===== src/rtl/button_toggle_pulse.sv =====
// Debounces a raw push-button and emits a one-cycle toggle request per accepted press.
// Also exports the debounced level and a wrapping count of accepted presses.
module button_toggle_pulse #(
    parameter int DEBOUNCE_CYCLES = 4,
    parameter int CNT_W           = 8
) (
    input  logic             clk,
    input  logic             reset,
    input  logic             btn_in,
    output logic             t_out,
    output logic             btn_level,
    output logic [CNT_W-1:0] press_count
);

    // state   | meaning
    // IDLE    | debounced level low, input agrees
    // ARM     | level low, counting high samples toward a press
    // PRESSED | debounced level high, input agrees
    // DISARM  | level high, counting low samples toward a release
    typedef enum logic [1:0] {
        IDLE    = 2'd0,
        ARM     = 2'd1,
        PRESSED = 2'd2,
        DISARM  = 2'd3
    } state_t;

    localparam logic [15:0] STAB_LAST = 16'(DEBOUNCE_CYCLES - 1);

    logic             sync1_q;
    logic             sync2_q;
    state_t           state_q, state_d;
    logic [15:0]      stab_q, stab_d;
    logic             t_out_q, t_out_d;
    logic             level_q, level_d;
    logic [CNT_W-1:0] count_q, count_d;

    always_ff @(posedge clk or posedge reset) begin
        if (reset) begin
            sync1_q <= 1'b0;
            sync2_q <= 1'b0;
            state_q <= IDLE;
            stab_q  <= 16'd0;
            t_out_q <= 1'b0;
            level_q <= 1'b0;
            count_q <= '0;
        end else begin
            sync1_q <= btn_in;
            sync2_q <= sync1_q;
            state_q <= state_d;
            stab_q  <= stab_d;
            t_out_q <= t_out_d;
            level_q <= level_d;
            count_q <= count_d;
        end
    end

    always_comb begin
        state_d = state_q;
        stab_d  = stab_q;
        t_out_d = 1'b0;
        count_d = count_q;
        case (state_q)
            IDLE: begin
                if (sync2_q) begin
                    state_d = ARM;
                    stab_d  = 16'd1;
                end
            end
            ARM: begin
                if (!sync2_q) begin
                    state_d = IDLE;
                    stab_d  = 16'd0;
                end else if (stab_q == STAB_LAST) begin
                    // The only place a press is accepted, so pulse and count together.
                    state_d = PRESSED;
                    stab_d  = 16'd0;
                    t_out_d = 1'b1;
                    count_d = count_q + {{(CNT_W-1){1'b0}}, 1'b1};
                end else begin
                    stab_d = stab_q + 16'd1;
                end
            end
            PRESSED: begin
                if (!sync2_q) begin
                    state_d = DISARM;
                    stab_d  = 16'd1;
                end
            end
            DISARM: begin
                if (sync2_q) begin
                    state_d = PRESSED;
                    stab_d  = 16'd0;
                end else if (stab_q == STAB_LAST) begin
                    state_d = IDLE;
                    stab_d  = 16'd0;
                end else begin
                    stab_d = stab_q + 16'd1;
                end
            end
            default: begin
                state_d = IDLE;
                stab_d  = 16'd0;
            end
        endcase
        level_d = (state_d == PRESSED) || (state_d == DISARM);
    end

    assign t_out       = t_out_q;
    assign btn_level   = level_q;
    assign press_count = count_q;

endmodule


===== config.mk =====
export PLATFORM = sky130hd
export DESIGN_NAME = button_toggle_pulse
export DESIGN_NICKNAME = d
export VERILOG_FILES = /design/src/rtl/button_toggle_pulse.sv
export SDC_FILE = /design/constraint.sdc
export NUM_CORES = 1
export LEC_CHECK = 0
export ABC_AREA = 0
export BUFFER_PORTS_ARGS = -buffer_cell sky130_fd_sc_hd__buf_2
export CORE_ASPECT_RATIO = 0.5
export CORE_MARGIN = 5
export CORE_UTILIZATION = 35
export CTS_CLUSTER_SIZE = 30
export DETAILED_ROUTE_END_ITERATION = 6
export PLACE_DENSITY = 0.6
export REMOVE_ABC_BUFFERS = 1
export SETUP_SLACK_MARGIN = 0.3
export SLEW_MARGIN = 20
export SYNTH_ARGS = -nofsm -noshare
export SYNTH_HDL_FRONTEND = slang
export SYNTH_SLANG_ARGS = --single-unit

===== constraint.sdc =====
create_clock -name clk -period 3.02 [get_ports clk]
set_input_delay 0 -clock clk [delete_from_list [all_inputs] [get_ports clk]]
set_output_delay 0 -clock clk [all_outputs]
set_load 0.01 [all_outputs]

==> impl_results.md <==
* Status: completed
* Gate Count Post-Synth at 153
* WP data arrival at approximately 2.4 ns
* Initial antenna violation count at 0
* Crit path capture type: flop
* Initial core utilization at a little under two fifths
* Wirelength per Cell at between 10 and 15 um
* Post-DP Area at 0.00177 sq mm
* Minimum clock period at ~2.3 ns
* Max Buffers Root-to-Sink at 2
* First-pass GRT wire length at between 5 and 6 mm
* Final setup margin at 0.768 ns
* Skew final at around 0.0057 ns
* Worst skew pair latency at roughly 0.29 ns
* H-tree depth at 2
* Worst hold margin at 0.293 ns
* Mux share of post-synthesis cell area at ~2%
* Yosys cell types at 39
* CP Data Required Time at approximately 3.2 ns
* DIE AREA at 0.00639 sq mm
* Largest area contributor in the netlist: dfrtp_1
* Share of layout cells above drive strength 1 at between 20% and 30%
* GRT Overall Usage at between 10% and 20%
* Avg Synthesized Cell Area at 11.0 sq um
* Max-capacitance violation count at 0
* Synth-to-layout area growth at 14.6%
* Synth top area share at 44.5%
* Post-route design area at just under 0.002 sq mm
* HP Class: in -> async
* DRC at 0
* Finished Core Util at approximately 43%
* Final std cells w/o fill at around 240
* Slew Limit Headroom at around 64%
* FP Rows at 17
* Count of input and output buffers at 12
* Peak supply drop at ~0.36 mV
* Largest family of logic cells by synthesized area: simple AND/OR/NAND/NOR gates
* Post_cts resized at 0
* Simple-gate share of the synthesized area at roughly 29%
* Synth top area cells: dfrtp_1 (45%), and3_1 (4.1%), nor4b_2 (3.6%)
* Iter 0 DRT Violations at a little over 90
* Placed cells at 225
* Synthesized flop and latch total at 30
* Worst reg2reg startpoint: stab_q[0]$_DFFE_PP0P_
* Ports at 13
* Ant diodes at 0
* Final-stage net count at 173
* Die W at approximately 110 um
* Final wirelength at 3.40 mm
* Synth warn at 0
* Gpl congestion at approximately 0.84
* HPWL after DPL at between 2 and 2.5 mm
* Tot Pwr at between 1 and 1.5 mW
* Final count of hold timing violations at 0
* Final Setup Violations at 0
* Post-Synth Adder-Cell Area at 1.48%
* LEAKAGE at between 0.8 and 0.9 nW
* Setup crit start: stab_q[0]$_DFFE_PP0P_
* Period utilization at roughly three quarters
* FMAX at 0.444 GHz
* Sequential area share after synthesis at between 40% and 50%
* RSZ-0062 raised after global routing: false
* Max-slew violations at 0
* Total vias in the final route at ~1300
* Tightest Pin Transition at 0.535 ns
* Startpoint types: flop
* Crit path kind: reg -> reg
* Dpl ws at between 0.8 and 0.9 ns
* Die Y at roughly 59 um
* Cts bufs inserted at 5
* Synth Area in XOR/XNOR at about 4.7%
* Root buffer cell: clkbuf_8
* Worst Path Max Fanout at 15
* DR pass1 iterations at 4
* Clock tree sinks at 30
* Via density per instance at about 5.4
* Antenna Nets Post-Route at 0
* Vias in the first global route at 1251
* CTS tree: done
* Largest net degree at the start of global routing at 24
* Cell Area, Synth at 0.00169 sq mm
* Synth Area in Compound Gates at 13.5%
* Power per cell area at approximately 700 mW/mm^2
* Grt ovf at 0
* Register clock-pin slew on the reported worst setup and hold paths at approximately 0.070 ns
* Core Footprint at ~0.0045 sq mm
* TNS Setup at 0 ns
-- cell type report --
cell class	count	area [sq um]
fillers	446	2600
multi-input cells	113	852
flip-flops and latches	30	751
repair buffers	16	95.1
clock buffers	6	82.6
well taps	66	82.6
clock inverters	2	60.1
inverters	2	7.51
-- cells in the final DEF, fill, tap and decap left out, types with 2 or more instances in the layout --
master	count
o22a_1	2
a22o_1	6
ha_1	2
dfrtp_1	30
clkbuf_8	6
buf_2	12
and3_1	11
o31ai_1	4
o21a_1	6
and4_1	5
mux2_2	2
xnor2_1	5
a211oi_1	2
dlygate4sd3_1	2
nor2_1	8
nor3_1	6
nand3_1	4
nor3b_1	2
o311ai_1	6
nand4_1	7
nand2_1	6
and2_1	2
nor2b_1	2
buf_4	2
nor4b_2	4
nor4_1	5
xor2_1	4
inv_1	2
bufinv_16	2
-- power breakdown --
| group | switching, mW | internal [mW] | total, mW |
|---|---|---|---|
| sequential | 0.0628 | 0.449 | 0.512 |
| clock | 0.155 | 0.352 | 0.507 |
| combinational | 0.209 | 0.124 | 0.332 |
-- synthesized netlist by cell type --
master and number:
nor4_4 1, nand2_2 1, or3_1 1, and4_1 5, nor3b_1 2, buf_6 4
and3_1 11, dfrtp_1 30, nand4_1 7, nor3b_2 1, and2_1 2, inv_1 2
o311ai_1 6, o22a_1 2, a22o_1 6, mux2_2 2, buf_8 1, o31ai_1 4
ha_1 2, xnor2_1 5, nor4b_1 1, nand2_1 6, a221o_1 1, o21ai_0 1
nand4_2 1, xor2_1 4, nand3_1 4, nand3_2 1, buf_2 3, nor2b_1 2
nor3_1 6, or2_2 1, nor4b_2 4, o21a_1 6, a211oi_1 2, nor4_1 5
nor4_2 1, mux2_1 1, nor2_1 8
-- state kept, by name, summed over array words and instances, names as in the netlist --
signal,count
stab_q,16
btn_level,1
press_count,8
t_out,1
sync1_q,1
state_q,2
sync2_q,1
-- path summary, 6_finish.rpt --
check	endpoint	slack, ns	depth (start not counted)
hold reg to reg	sync2_q$_DFF_PP0_	0.35	0
hold / removal	press_count[3]$_DFFE_PP0P_	0.29	3
setup / recovery	stab_q[3]$_DFFE_PP0P_	0.77	6
setup reg to reg	stab_q[3]$_DFFE_PP0P_	0.77	6
max in group asynchronous	stab_q[10]$_DFFE_PP0P_	2.10	4
min in group clk	sync2_q$_DFF_PP0_	0.35	0
-- logic make-up after synthesis --
| logic type | Yosys count |
|---|---|
| fa+ha+maj | 2 |
| mux | 3 |
| xor+xnor | 9 |
| flops | 30 |
| simple gates | 71 |
| buf+inv | 10 |
| compound gates | 28 |
-- what timing repair did --
item | CTS | global route
setup buffers | 0 | 0
hold buffers | 2 | 0
hold endpoints to repair | 15 | 0
-- worst max-delay path: stages, from the launching register on --
cell and delay [ns]:
dfrtp_1 0.40, ha_1 0.28, nor4b_1 0.24, and4_1 0.56, buf_4 0.31, nor4_1 0.07
a221o_1 0.27
-- metal layers --
layer / global-route usage [%] / share of wire (%) / vias up
li1: - / - / 621
met1: 15.4 / 50 / 611
met2: 18.6 / 44 / 30
met3: 2.83 / 4.5 / 5
met4: 6.12 / 1.4 / 0
met5: 0 / 0 / -
No activity file was read; power rests on OpenSTA's default activity.
